[src/rtl/mem_access_if.sv]
// Avalon-style data bus between the load/store unit (master) and memory (slave).
interface mem_access_if;
  logic [31:0] address_o;
  logic        read_o;
  logic        write_o;
  logic [3:0]  byteenable_o;
  logic [31:0] writedata_o;
  logic [31:0] readdata_i;
  logic        waitrequest_i;

  modport master (
    output address_o,
    output read_o,
    output write_o,
    output byteenable_o,
    output writedata_o,
    input  readdata_i,
    input  waitrequest_i
  );

  modport slave (
    input  address_o,
    input  read_o,
    input  write_o,
    input  byteenable_o,
    input  writedata_o,
    output readdata_i,
    output waitrequest_i
  );
endinterface

[src/rtl/mem_access.sv]
// Multi-cycle load/store unit: one bus access per accepted start, with wait-state timeout.
// Optional misalignment trap enabled by defining MEM_ALIGN_CHECK_EN.
module mem_access #(
  parameter int unsigned MAX_WAIT = 255
) (
  input  logic         clk,
  input  logic         rst_n,
  input  logic         start_i,
  input  logic [5:0]   opcode_i,
  input  logic [31:0]  effective_address_i,
  input  logic [31:0]  rt_i,
  output logic         stall_o,
  output logic         done_o,
  output logic [31:0]  load_data_o,
  output logic         bus_error_o,
  output logic         addr_error_o,
  mem_access_if.master bus
);

  typedef enum logic [5:0] {
    OpLb  = 6'h20,
    OpLh  = 6'h21,
    OpLw  = 6'h23,
    OpLbu = 6'h24,
    OpLhu = 6'h25,
    OpSb  = 6'h28,
    OpSh  = 6'h29,
    OpSw  = 6'h2B
  } opcode_t;

  typedef enum logic [1:0] {SzByte, SzHalf, SzWord} size_e;
  typedef enum logic [1:0] {StIdle, StAccess, StDone} state_e;

  // Counter holds completed wait cycles minus one at the point of timeout.
  localparam int unsigned CntW = (MAX_WAIT > 2) ? $clog2(MAX_WAIT) : 1;
  localparam logic [CntW-1:0] WaitLast = CntW'(MAX_WAIT - 1);

  state_e          state_q, state_d;
  logic [29:0]     addr_q, addr_d;
  logic [3:0]      be_q, be_d;
  logic [31:0]     wdata_q, wdata_d;
  size_e           size_q, size_d;
  logic            signed_q, signed_d;
  logic            load_q, load_d;
  logic [1:0]      offset_q, offset_d;
  logic [CntW-1:0] wait_cnt_q, wait_cnt_d;
  logic [31:0]     load_data_q, load_data_d;
  logic            bus_error_q, bus_error_d;
`ifdef MEM_ALIGN_CHECK_EN
  logic            addr_error_q, addr_error_d;
  logic            dec_misalign;
`endif

  logic        dec_mem;
  logic        dec_load;
  logic        dec_signed;
  size_e       dec_size;
  logic [3:0]  dec_be;
  logic [31:0] dec_wdata;

  always_comb begin
    dec_mem    = 1'b1;
    dec_load   = 1'b0;
    dec_signed = 1'b0;
    dec_size   = SzWord;
    case (opcode_i)
      OpLb:    begin dec_load = 1'b1; dec_signed = 1'b1; dec_size = SzByte; end
      OpLh:    begin dec_load = 1'b1; dec_signed = 1'b1; dec_size = SzHalf; end
      OpLw:    begin dec_load = 1'b1; dec_size = SzWord; end
      OpLbu:   begin dec_load = 1'b1; dec_size = SzByte; end
      OpLhu:   begin dec_load = 1'b1; dec_size = SzHalf; end
      OpSb:    dec_size = SzByte;
      OpSh:    dec_size = SzHalf;
      OpSw:    dec_size = SzWord;
      default: dec_mem = 1'b0;
    endcase

    case (dec_size)
      SzByte: begin
        dec_be    = 4'b0001 << effective_address_i[1:0];
        dec_wdata = {4{rt_i[7:0]}};
      end
      SzHalf: begin
        dec_be    = effective_address_i[1] ? 4'b1100 : 4'b0011;
        dec_wdata = {2{rt_i[15:0]}};
      end
      default: begin
        dec_be    = 4'b1111;
        dec_wdata = rt_i;
      end
    endcase
`ifdef MEM_ALIGN_CHECK_EN
    dec_misalign = ((dec_size == SzHalf) && effective_address_i[0]) ||
                   ((dec_size == SzWord) && (effective_address_i[1:0] != 2'b00));
`endif
  end

  logic [7:0]  lane_byte;
  logic [15:0] lane_half;
  logic [31:0] load_ext;

  always_comb begin
    case (offset_q)
      2'd0:    lane_byte = bus.readdata_i[7:0];
      2'd1:    lane_byte = bus.readdata_i[15:8];
      2'd2:    lane_byte = bus.readdata_i[23:16];
      default: lane_byte = bus.readdata_i[31:24];
    endcase
    lane_half = offset_q[1] ? bus.readdata_i[31:16] : bus.readdata_i[15:0];
    case (size_q)
      SzByte:  load_ext = signed_q ? {{24{lane_byte[7]}}, lane_byte} : {24'h0, lane_byte};
      SzHalf:  load_ext = signed_q ? {{16{lane_half[15]}}, lane_half} : {16'h0, lane_half};
      default: load_ext = bus.readdata_i;
    endcase
  end

  always_comb begin
    state_d      = state_q;
    addr_d       = addr_q;
    be_d         = be_q;
    wdata_d      = wdata_q;
    size_d       = size_q;
    signed_d     = signed_q;
    load_d       = load_q;
    offset_d     = offset_q;
    wait_cnt_d   = wait_cnt_q;
    load_data_d  = load_data_q;
    bus_error_d  = bus_error_q;
`ifdef MEM_ALIGN_CHECK_EN
    addr_error_d = addr_error_q;
`endif
    stall_o      = 1'b0;

    case (state_q)
      StIdle: begin
        if (start_i && dec_mem) begin
          stall_o     = 1'b1;
          addr_d      = effective_address_i[31:2];
          be_d        = dec_be;
          wdata_d     = dec_wdata;
          size_d      = dec_size;
          signed_d    = dec_signed;
          load_d      = dec_load;
          offset_d    = effective_address_i[1:0];
          wait_cnt_d  = '0;
          bus_error_d = 1'b0;
          state_d     = StAccess;
`ifdef MEM_ALIGN_CHECK_EN
          addr_error_d = 1'b0;
          if (dec_misalign) begin
            // Trap without touching the bus.
            addr_error_d = 1'b1;
            state_d      = StDone;
            if (dec_load) begin
              load_data_d = 32'h0;
            end
          end
`endif
        end
      end
      StAccess: begin
        stall_o = 1'b1;
        if (!bus.waitrequest_i) begin
          state_d = StDone;
          if (load_q) begin
            load_data_d = load_ext;
          end
        end else if (wait_cnt_q == WaitLast) begin
          state_d     = StDone;
          bus_error_d = 1'b1;
          if (load_q) begin
            load_data_d = 32'h0;
          end
        end else begin
          wait_cnt_d = wait_cnt_q + CntW'(1);
        end
      end
      StDone: begin
        state_d = StIdle;
      end
      default: begin
        state_d = StIdle;
      end
    endcase
  end

  always_ff @(posedge clk or negedge rst_n) begin
    if (!rst_n) begin
      state_q     <= StIdle;
      addr_q      <= '0;
      be_q        <= '0;
      wdata_q     <= '0;
      size_q      <= SzByte;
      signed_q    <= 1'b0;
      load_q      <= 1'b0;
      offset_q    <= '0;
      wait_cnt_q  <= '0;
      load_data_q <= '0;
      bus_error_q <= 1'b0;
    end else begin
      state_q     <= state_d;
      addr_q      <= addr_d;
      be_q        <= be_d;
      wdata_q     <= wdata_d;
      size_q      <= size_d;
      signed_q    <= signed_d;
      load_q      <= load_d;
      offset_q    <= offset_d;
      wait_cnt_q  <= wait_cnt_d;
      load_data_q <= load_data_d;
      bus_error_q <= bus_error_d;
    end
  end

`ifdef MEM_ALIGN_CHECK_EN
  always_ff @(posedge clk or negedge rst_n) begin
    if (!rst_n) begin
      addr_error_q <= 1'b0;
    end else begin
      addr_error_q <= addr_error_d;
    end
  end
  assign addr_error_o = addr_error_q;
`else
  assign addr_error_o = 1'b0;
`endif

  // Strobes are decoded from state so reset removes them without waiting for a clock.
  assign bus.read_o       = (state_q == StAccess) && load_q;
  assign bus.write_o      = (state_q == StAccess) && !load_q;
  assign bus.address_o    = {addr_q, 2'b00};
  assign bus.byteenable_o = be_q;
  assign bus.writedata_o  = wdata_q;
  assign done_o           = (state_q == StDone);
  assign load_data_o      = load_data_q;
  assign bus_error_o      = bus_error_q;

endmodule

[src/flat_wrapper.sv]
// flat-port wrapper written by rule: the top's interface ports become plain ports
module mem_access_flat 
#(
  parameter int unsigned MAX_WAIT = 255
)
  (clk, rst_n, start_i, opcode_i, effective_address_i, rt_i, stall_o, done_o, load_data_o, bus_error_o, addr_error_o, bus_address_o, bus_read_o, bus_write_o, bus_byteenable_o, bus_writedata_o, bus_readdata_i, bus_waitrequest_i);
  mem_access_if bus_i ();
  input  logic clk;
  input  logic rst_n;
  input  logic start_i;
  input  logic [5:0] opcode_i;
  input  logic [31:0] effective_address_i;
  input  logic [31:0] rt_i;
  output logic stall_o;
  output logic done_o;
  output logic [31:0] load_data_o;
  output logic bus_error_o;
  output logic addr_error_o;
  output wire logic [$bits(bus_i.address_o)-1:0] bus_address_o;
  output wire logic [$bits(bus_i.read_o)-1:0] bus_read_o;
  output wire logic [$bits(bus_i.write_o)-1:0] bus_write_o;
  output wire logic [$bits(bus_i.byteenable_o)-1:0] bus_byteenable_o;
  output wire logic [$bits(bus_i.writedata_o)-1:0] bus_writedata_o;
  input wire logic [$bits(bus_i.readdata_i)-1:0] bus_readdata_i;
  input wire logic [$bits(bus_i.waitrequest_i)-1:0] bus_waitrequest_i;
  assign bus_address_o = bus_i.address_o;
  assign bus_read_o = bus_i.read_o;
  assign bus_write_o = bus_i.write_o;
  assign bus_byteenable_o = bus_i.byteenable_o;
  assign bus_writedata_o = bus_i.writedata_o;
  assign bus_i.readdata_i = bus_readdata_i;
  assign bus_i.waitrequest_i = bus_waitrequest_i;
  mem_access #(.MAX_WAIT(MAX_WAIT)) u_core (.clk(clk), .rst_n(rst_n), .start_i(start_i), .opcode_i(opcode_i), .effective_address_i(effective_address_i), .rt_i(rt_i), .stall_o(stall_o), .done_o(done_o), .load_data_o(load_data_o), .bus_error_o(bus_error_o), .addr_error_o(addr_error_o), .bus(bus_i));
endmodule
[config.mk]
export PLATFORM = sky130hd
export DESIGN_NAME = mem_access_flat
export DESIGN_NICKNAME = d
export VERILOG_FILES = /design/src/rtl/mem_access_if.sv /design/src/rtl/mem_access.sv /design/src/flat_wrapper.sv
export SDC_FILE = /design/constraint.sdc
export NUM_CORES = 1
export LEC_CHECK = 0
export ABC_AREA = 1
export BUFFER_PORTS_ARGS = -buffer_cell sky130_fd_sc_hd__buf_2
export CAP_MARGIN = 20
export CORE_MARGIN = 8
export CORE_UTILIZATION = 45
export DETAILED_ROUTE_END_ITERATION = 12
export PLACE_DENSITY = 0.77
export SYNTH_ARGS = -nofsm -noshare
export SYNTH_HDL_FRONTEND = slang
export SYNTH_SLANG_ARGS = --single-unit
[constraint.sdc]
create_clock -name clk -period 1.4 [get_ports clk]
set_input_delay 0.21 -clock clk [delete_from_list [all_inputs] [get_ports clk]]
set_output_delay 0.21 -clock clk [all_outputs]
set_load 0.1 [all_outputs]
======== Word level (Yosys, flattened, before mapping) ========
Cells that the tools add are included.
word-level totals
  flip-flop bits (word level) ............. 115
  bits in latches ......................... 0
  RAM bits ................................ 0
  ROM bits ................................ 0
  input bits .............................. 106
  output and inout bits ................... 106
  logic and storage cells ................. 85
  memories ................................ 0
operators by class
  add/sub/neg operators ................... 1
  $mul .................................... 0
  divide/modulo/power cells ............... 0
  order comparisons ....................... 0
  equal/unequal tests ..................... 22
  shift-type cells ........................ 1
  multiplexer cells ....................... 30
  bitwise gates (word level) .............. 0
  reduce and logical (&&, ||, !) cells .... 20
operators by type and width
  kind                 number
  $mux 32              6
  $pmux 32 s2          2
  $eq 6x6->1 const B   8
  $mux 8               3
  $pmux 8 s3           1
  $mux 16              1
  $pmux 8 s2           1
  $reduce_and 4->1     3
  $add 8x1->8 const B  1
  $eq 2x1->1 const B   4
  $eq 8x8->1 const B   1
  $logic_not 2->1      4
  $ne 2x1->1 const B   4
  $pmux 2 s2           2
  $pmux 4 s2           1
  $reduce_or 8->1      1
  $mux 1               7
  $mux 2               3
  $reduce_or 3->1      2
  $reduce_or 5->1      1
  $eq 2x2->1 const B   2
  $mux 4               1
  $ne 2x2->1 const B   2
  $pmux 1 s2           2
  other kinds (7)      11

======== Depth between registers and ports, before layout ========
Gate-level depths: netlist of the first run.
  depth in word-level cells ............... 6
  gate-level depth with buffers ........... 10
  mapped depth without buffers ............ 9

======== Worst setup path before layout of the first run ========
No wires, ideal clock.
  path type ............................... register to output
  from .................................... reg u_core.state_q[1]
  to ...................................... out bus_write_o
  arrival ................................. 2.064 ns
  required time ........................... 1.190 ns
  path slack .............................. -0.874 ns
  stages on the path, launching flop included .. 5
  path buffers ............................ 1
  cells stage by stage .................... dfrtp_1 nor2_2 inv_1 clkbuf_1 nor2_1
between the ends
  word-level cells in the longest chain between the ends .. 2
RTL lines
  what                    line                text
  start, declared         mem_access.sv:38    state_e state_q, state_d;
  start signal, assigned  mem_access.sv:189   state_q <= StIdle;
  start signal, assigned  mem_access.sv:201   state_q <= state_d;
  $eq 2x1->1              mem_access.sv:230   assign bus.write_o = (state_q == StAccess) && !load_q;
  $logic_and 1x1->1       mem_access.sv:230
  end, declared           flat_wrapper.sv:21  output wire logic [$bits(bus_i.write_o)-1:0] bus_write_o;
No other way between the ends.

======== Final worst setup path of the first run ========
  from .................................... reg u_core.state_q[0]
  to ...................................... out stall_o
between the ends
  word-level cells in the longest chain between the ends .. 2
  elaborated cells between the ends (all ways) .. 3
  those cells by class .................... 1 x eq/ne; 1 x mux; 1 x reduce/logical
RTL lines
  what                                           line                text
  $eq 2x1->1 or $logic_not 2->1 (tied branches)  mem_access.sv:134   case (state_q)
  $pmux 1 s2 *                                   mem_access.sv:134
  end, declared                                  flat_wrapper.sv:14  output logic stall_o;
Mark *: on every way between the ends. The rest lies on a longest branch, timed or not.

==> out/qor.csv, run 1 <==
stage,metric,value,unit
final_layout,Multi-input gate area,0.00298,sq mm
placed_design,port bufs,208,
floorplanning,Die Y,128,um
final_layout,Fillers,801,
yosys,main area contributors after synthesis,"dfrtp_1 51%, nand2_1 23%, o21ai_0 5.7%",
sta,Least-Margin Pin Slew,497,ps
yosys,Post-synth EDFFs,0,
floorplanning,Die W,128,um
drt,Post-Route WL,24.1,mm
sta,hold_ws,11.9,ps
grt,total global routing overflow,0,
cts,CTS tree,built,
yosys,Async SR Flop Fraction,100,%
yosys,#FFs+latches synth,115,
worst_setup_path,"reg-to-reg slack, setup",-240,ps
worst_setup_path,critical path type,flop to primary output,
drt,Via-to-Cell Ratio,5.27,
placed_design,placed cells,1157,
drt,WL met1,8.66,mm
worst_setup_path,crit end category,primary output,
cts,Clock Sinks,115,
sta,part of the cycle the worst path needs,127,%
yosys,cells after synthesis,765,
drt,top sig layer,met5,
drt,Final ANT Viol Nets,0,
power,P per Cell Area,1780,mW/mm^2
grt,Total GRT Usage,24.6,%
hold_path,min-delay src,effective_address_i[24],
outcome,run status,"finished, violations left",
floorplanning,die area,0.0164,sq mm
final_layout,area grow syn2layout,72.9,%
worst_setup_path,Crit path required time,1190,ps
yosys,"Warnings, synthesis",0,
worst_setup_path,worst reg2reg path endpoint,u_core.addr_q[23],
sta,fin. max-slew vios,0,
drt,Initial DRC Count,683,
drt,Pre-antenna DRT Iters,5,
sta,relative slew slack,66.5,%
worst_setup_path,FF-to-FF path depth,9,
grt,global-route wire length before repair,31.7,mm
yosys,post-synthesis sequential area ratio,50.8,%
final_layout,cell area after layout,0.00980,sq mm
yosys,commonest register cell after synthesis,dfrtp_1,
yosys,mapped cell area,0.00567,sq mm
worst_setup_path,crit path DAT,1560,ps
yosys,Yosys cell types,28,
final_layout,diodes inserted,0,
final_layout,sequential cell area,0.00288,sq mm
drt,DRC,0,
worst_setup_path,CP endpoint,stall_o,
cts,CTS max path bufs,2,
yosys,Syn Area/Cell,7.41,sq um
sta,# setup viols final,117,
grt,largest net degree at the start of global routing,71,
final_layout,Final Util,78.6,%
drt,WL met2,12.0,mm
worst_setup_path,reg2reg start,u_core.state_q[0],
final_layout,# nets final,1181,
worst_setup_path,"critical path fanouts, max",3,
worst_setup_path,Critical Path Source,u_core.state_q[0],
worst_setup_path,Worst Setup Start Kind,flop,
grt,initial antenna violation count,1,
outcome,failing checks,negative setup slack,
placed_design,Final HPWL DP,13.0,mm
drt,routed vias,6634,
floorplanning,Core Region,0.0125,sq mm
final_layout,layout cell share with drive strength beyond 1,43.5,%
sta,RSZ-0062 raised after global routing,true,
sta,Tmin final,1770,ps
sta,Max Clock Skew,6.05,ps
placed_design,Post-DP Area,0.00742,sq mm
grt,number of global-route vias before repair,6335,
sta,Max Fclk,0.564,GHz
power,LEAKAGE,5.21,nW
drt,Avg WL per Cell,19.2,um
cts,cts bufs inserted,17,
drt,WL met3,2.32,mm
cts,htree depth,4,
floorplanning,Initial Util,45.5,%
placed_design,GPL Wtd Cong,0.855,
final_layout,fin cells,1258,
flow_run,maxcap violations,0,
yosys,top-count cell post-synth,nand2_1,
hold_path,Hold Crit Class,input pin to flop,
cts,CTS root buf,clkbuf_16,
cts,clk_lat worst skew,410,ps
cts,clock slew at reported path FFs,50,ps
sta,Hold Fails Final Rpt,0,
yosys,largest area contributor in the netlist,dfrtp_1,
power,VDD IR-drop max,0.00159,V
floorplanning,row count,41,
yosys,proportion of netlist area held by the largest area contributor,50.8,%
yosys,synth cell count leaders,"349 x nand2_1, 115 x dfrtp_1, 65 x o21ai_0, 63 x nor2_1, 52 x inv_1",
sta,worst setup margin,-372,ps
floorplanning,I/O Pins,212,
## timing repair
action,4_1_cts,5_1_grt
endpoints found under the hold margin,141,0
hold buffers,27,0
pin swaps,24,32
endpoints found under the setup margin,115,111
resized for setup,134,184
setup buffers,10,12
cloned,5,17
## area by class of cell
cell class | instances | area share [%]
Multi-Input combinational cell | 559 | 30.4
Tap cell | 172 | 2.20
Sequential cell | 115 | 29.4
Inverter | 55 | 2.45
Clock inverter | 12 | 1.60
Timing Repair Buffer | 325 | 29.3
Clock buffer | 20 | 4.66
## cells by family (layout without fill, tap and decap cells)
family	count (synthesis)	after routing	share of synthesized area (%)
AOI/OAI and AO/OA	91	91	8.39
xor gates and xnor gates	6	6	0.927
other	1	3	0.0661
adders and majority gates	2	2	0.441
buffers and inverters	94	412	7.26
DFF	115	115	50.8
and+or+nand+nor	456	457	32.2
## critical path, stage by stage, from the launching register on
cell and delay, ps:
dfrtp_1 400, nor2_1 140, buf_4 150, nand3_4 90
buf_12 150, nand2_8 50, buf_12 160
## worst min path at each step
stage | to | slack, ps | cells after the start
final | u_core.addr_q[22] | 10 | 3
after global routing | u_core.addr_q[22] | -0.3 | 3
after global placement | u_core.load_data_o[19] | 20 | 1
after CTS | u_core.addr_q[22] | 1 | 3
after detailed placement | u_core.load_data_o[28] | 20 | 1
after floorplan | u_core.addr_q[0] | -90 | 0
## layer usage
layer | GRT usage (%) | up-vias
li1 | - | 3000
met1 | 28.3 | 3105
met2 | 39.7 | 429
met3 | 8.49 | 98
met4 | 13.2 | 2
met5 | 0 | -
## flip-flops by register name, summed over array words and instances, names as in the netlist
signal / flops
u_core.addr_q: 30
u_core.bus.byteenable_o: 4
u_core.bus.writedata_o: 32
u_core.bus_error_o: 1
u_core.load_data_o: 32
u_core.load_q: 1
u_core.offset_q: 2
u_core.signed_q: 1
u_core.size_q: 2
u_core.state_q: 2
u_core.wait_cnt_q: 8
## report_power, final
part	internal, mW	switching (mW)	leakage [nW]
Clock	2.89	1.60	0.288
Combinational	1.96	6.38	3.43
Sequential	3.99	0.594	1.50
Total	8.84	8.57	5.21
## stage by stage
| step | power (mW) | setup slack, ps | TNS (ps) |
|---|---|---|---|
| detailed placement | 11.8 | -100 | -2870 |
| CTS | 16.8 | -324 | -5980 |
| global route | 18.0 | -421 | -23500 |
| finish | 17.4 | -372 | -17880 |
| global placement | 11.7 | -58.0 | -1560 |
| floorplan | 10.2 | -326 | -10670 |
## cell usage in the layout, fill, tap and decap left out, drive strengths merged
master	synthesis	layout
nand2	350	351
buf	25	286
dfrtp	115	115
o21ai	67	67
nor2	66	66
inv	53	52
clkbuf	14	32
nand3	32	32
dlygate4sd3	0	27
a21oi	16	16
clkinv	2	8
o211ai	7	7
nand4	5	5
clkinvlp	0	4
xor2	3	3
xnor2	3	3
conb	1	3
bufinv	0	3
nor3	2	2
ha	2	2
o21bai	1	1
nor4	1	1
(Power assumes the default switching activity.)
==> run 2, diff against run 1 <==
Settings changed: SETUP_SLACK_MARGIN set to 0.3.
==> run 2 against run 1 <==
The run now fails in global routing. Area after synthesis did not move. Synthesized cell count stayed put.
==> out/qor.csv, run 2 <==
stage,metric,value,unit
outcome,run status,aborted with a tool error,
outcome,Failed at,global routing,
outcome,Log Error,"[ERROR DPL-0038] Utilization greater than 100%, impossible to legalize",
sta,worst endpoint type,output port,
yosys,commonest register cell after synthesis,dfrtp_1,
cts,CTS max path bufs,2,
yosys,main area contributors after synthesis,"dfrtp_1 51%, nand2_1 23%, o21ai_0 5.7%",
yosys,Post-synth EDFFs,0,
sta,worst_ep grt,bus_write_o,
yosys,mapped cell area,0.00567,sq mm
yosys,top-count cell post-synth,nand2_1,
yosys,Syn Area/Cell,7.41,sq um
cts,htree depth,4,
yosys,Post-Synth Adder-Cell Area,0.441,%
placed_design,Final HPWL DP,13.5,mm
yosys,#FFs+latches synth,115,
yosys,largest area contributor in the netlist,dfrtp_1,
floorplanning,I/O Pins,212,
cts,CTS root buf,clkbuf_16,
floorplanning,row count,41,
floorplanning,Initial Util,45.5,%
placed_design,pre-CTS WS,-144,ps
yosys,main combinational cell family by area after synthesis,simple AND/OR/NAND/NOR gates,
cts,cts bufs inserted,17,
placed_design,GPL Wtd Cong,0.875,
placed_design,port bufs,208,
yosys,post-synthesis sequential area ratio,50.8,%
floorplanning,Die W,128,um
yosys,proportion of netlist area held by the largest area contributor,50.8,%
yosys,compound-gate portion of the synthesized area,8.39,%
grt,largest net degree at the start of global routing,58,
yosys,cells after synthesis,765,
cts,Clock Sinks,115,
yosys,"Warnings, synthesis",0,
placed_design,placed cells,1160,
floorplanning,Die Y,128,um
yosys,Post-Synth XOR/XNOR Area,0.927,%
yosys,mux contribution to synthesized area,0,%
yosys,synth cell count leaders,"349 x nand2_1, 115 x dfrtp_1, 65 x o21ai_0, 63 x nor2_1, 52 x inv_1",
yosys,Synth Area in Simple Gates,32.2,%
yosys,Async SR Flop Fraction,100,%
yosys,Yosys cell types,28,
## run 2: cell counts after synthesis
Identical to the previous run, type by type.
## run 2: through the flow
step | util (%) | cell area, sq um
after floorplan | - | 5920
after global placement | 60.4 | 7520
after detailed placement | 60.4 | 7520
after CTS | 88.2 | 11000
## run 2: what timing repair did
action | 4_1_cts
buffers inserted | 27
cloned | 26
hold endpoints to repair | 138
setup endpoints to repair | 218
hold buffers | 24
resized for setup | 522
pin swaps | 55
## run 2: kinds of logic after synthesis
family                   after synthesis
buffers and inverters                 94
AO/OA/AOI/OAI                         91
XOR/XNOR                               6
adder cells (fa/ha/maj)                2
other                                  1
flip-flops                           115
AND/OR/NAND/NOR                      456
==> run 3, diff against run 2 <==
Settings changed: CORE_UTILIZATION 45 to 40, PLACE_DENSITY 0.77 to unset, PLACE_DENSITY_LB_ADDON set to 0.15, SETUP_SLACK_MARGIN 0.3 to unset.
Clock period 1.4 ns to 1.8 ns, I/O delays scaled along.
==> run 3 against run 2 <==
The run now ends clean.
==> out/qor.csv, run 3 (synthesis results as in run 1) <==
stage,metric,value,unit
hold_path,Hold Crit Class,input pin to flop,
placed_design,pre-CTS WS,188,ps
sta,relative slew slack,66.0,%
cts,Clock Sinks,115,
grt,total global routing overflow,0,
cts,clk_lat worst skew,410,ps
hold_path,Worst Hold Endpoint,u_core.addr_q[3],
sta,RSZ-0062 raised after global routing,true,
cts,CTS root buf,clkbuf_16,
worst_setup_path,"slowest stage cell, crit path",dfrtp_2,
drt,top sig layer,met5,
sta,part of the cycle the worst path needs,97.2,%
drt,Post-Route WL,17.4,mm
worst_setup_path,Worst Setup Start Kind,flop,
final_layout,"commonest cells after routing, fill and taps aside","347 x nand2_1, 203 x buf_2, 113 x dfrtp_1, 65 x o21ai_0, 60 x nor2_1",
hold_path,min-delay src,effective_address_i[5],
worst_setup_path,crit end category,primary output,
final_layout,area grow syn2layout,34.8,%
placed_design,Post-DP Area,0.00701,sq mm
final_layout,"commonest non-fill, non-tap cell in the layout",nand2_1,
drt,DRC,0,
sta,worst setup margin,50.5,ps
worst_setup_path,"reg-to-reg slack, setup",220,ps
floorplanning,Die W,135,um
grt,largest net degree at the start of global routing,50,
floorplanning,Initial Util,40.8,%
cts,htree depth,4,
drt,WL met1,7.65,mm
grt,global-route wire length before repair,28.6,mm
final_layout,fin cells,1176,
power,Total Power,12.1,mW
placed_design,placed cells,1139,
floorplanning,Die Y,135,um
sta,post-route setup TNS,0,ps
final_layout,layout cell share with drive strength beyond 1,28.8,%
placed_design,GPL Wtd Cong,0.858,
final_layout,# nets final,1093,
worst_setup_path,crit path DAT,1480,ps
grt,initial antenna violation count,1,
cts,clock slew at reported path FFs,50,ps
power,VDD IR-drop max,0.00108,V
drt,Pre-antenna DRT Iters,5,
drt,WL met2,8.01,mm
sta,# setup viols final,0,
worst_setup_path,"critical path fanouts, max",10,
sta,Hold Fails Final Rpt,0,
sta,Tmin final,1750,ps
cts,CTS max path bufs,2,
drt,WL met3,1.51,mm
final_layout,Final Util,55.1,%
floorplanning,die area,0.0182,sq mm
final_layout,diodes inserted,0,
worst_setup_path,Crit path required time,1530,ps
worst_setup_path,critical path type,flop to primary output,
worst_setup_path,reg2reg start,u_core.state_q[1],
grt,number of global-route vias before repair,5704,
grt,Total GRT Usage,19.5,%
outcome,run status,completed,
cts,cts bufs inserted,17,
floorplanning,row count,43,
drt,Via-to-Cell Ratio,4.72,
worst_setup_path,worst reg2reg path endpoint,u_core.addr_q[28],
sta,Max Clock Skew,8.69,ps
placed_design,Final HPWL DP,12.9,mm
sta,fin. max-slew vios,0,
cts,CTS tree,built,
flow_run,maxcap violations,0,
drt,Initial DRC Count,474,
worst_setup_path,Slowest Stage Delay on Critical Path,400,ps
floorplanning,Core Region,0.0139,sq mm
worst_setup_path,"Critical Path, Cell by Cell",inv_2 > nor2_4 > inv_2 > buf_6 > nor2_4 > buf_12,
drt,Avg WL per Cell,14.8,um
floorplanning,I/O Pins,212,
worst_setup_path,Critical Path Source,u_core.state_q[0],
worst_setup_path,FF-to-FF path depth,7,
power,P per Cell Area,1580,mW/mm^2
final_layout,cell area after layout,0.00764,sq mm
placed_design,port bufs,208,
sta,Least-Margin Pin Slew,513,ps
drt,routed vias,5552,
drt,Final ANT Viol Nets,0,
power,LEAKAGE,4.45,nW
sta,Max Fclk,0.572,GHz
hold_path,hold depth,3,
sta,hold_ws,48.8,ps
## run 3: what timing repair did
item                       CTS  global route
hold buffers                 1             0
setup buffers                2             5
hold endpoints to repair    13             0
resized for setup            8             2
pin swaps                    3             1
setup endpoints to repair    2             3
## run 3: layout make-up
cell class	instances	area (sq um)
tap	180	225
multi-input combinational	558	2420
sequential	115	2880
clock inverter	10	85.1
clock buffer	20	467
inverter	55	206
fill	1376	6240
timing repair buffer	238	1360
## run 3: layer usage
metal  global-route usage, %  vias up
met5                       0        -
met3                    6.87       16
li1                        -     2806
met1                    24.4     2538
met2                    30.5      190
met4                    7.34        2
## run 3: power breakdown
part	internal [mW]	total (mW)	switching, mW
combinational	0.841	5.50	4.66
sequential	3.10	3.41	0.311
clock	1.97	3.14	1.16
total	5.92	12.1	6.14
## run 3: how the worst max path moves through the flow
stage | to | slack [ps] | cells past startpoint
2_1_floorplan | bus_write_o | -120 | 5
3_3_place_gp | stall_o | 230 | 9
3_5_place_dp | u_core.bus.byteenable_o[2] | 190 | 9
4_1_cts | bus_write_o | 6 | 6
5_1_grt | bus_write_o | -20 | 6
6_report | bus_write_o | 50 | 6
## run 3: critical path: cells and delay by family (launching register included)
| kind | cells | cell delay (ps) |
|---|---|---|
| buffers and inverters | 4 | 450 |
| DFF | 1 | 400 |
| and+or+nand+nor | 2 | 220 |
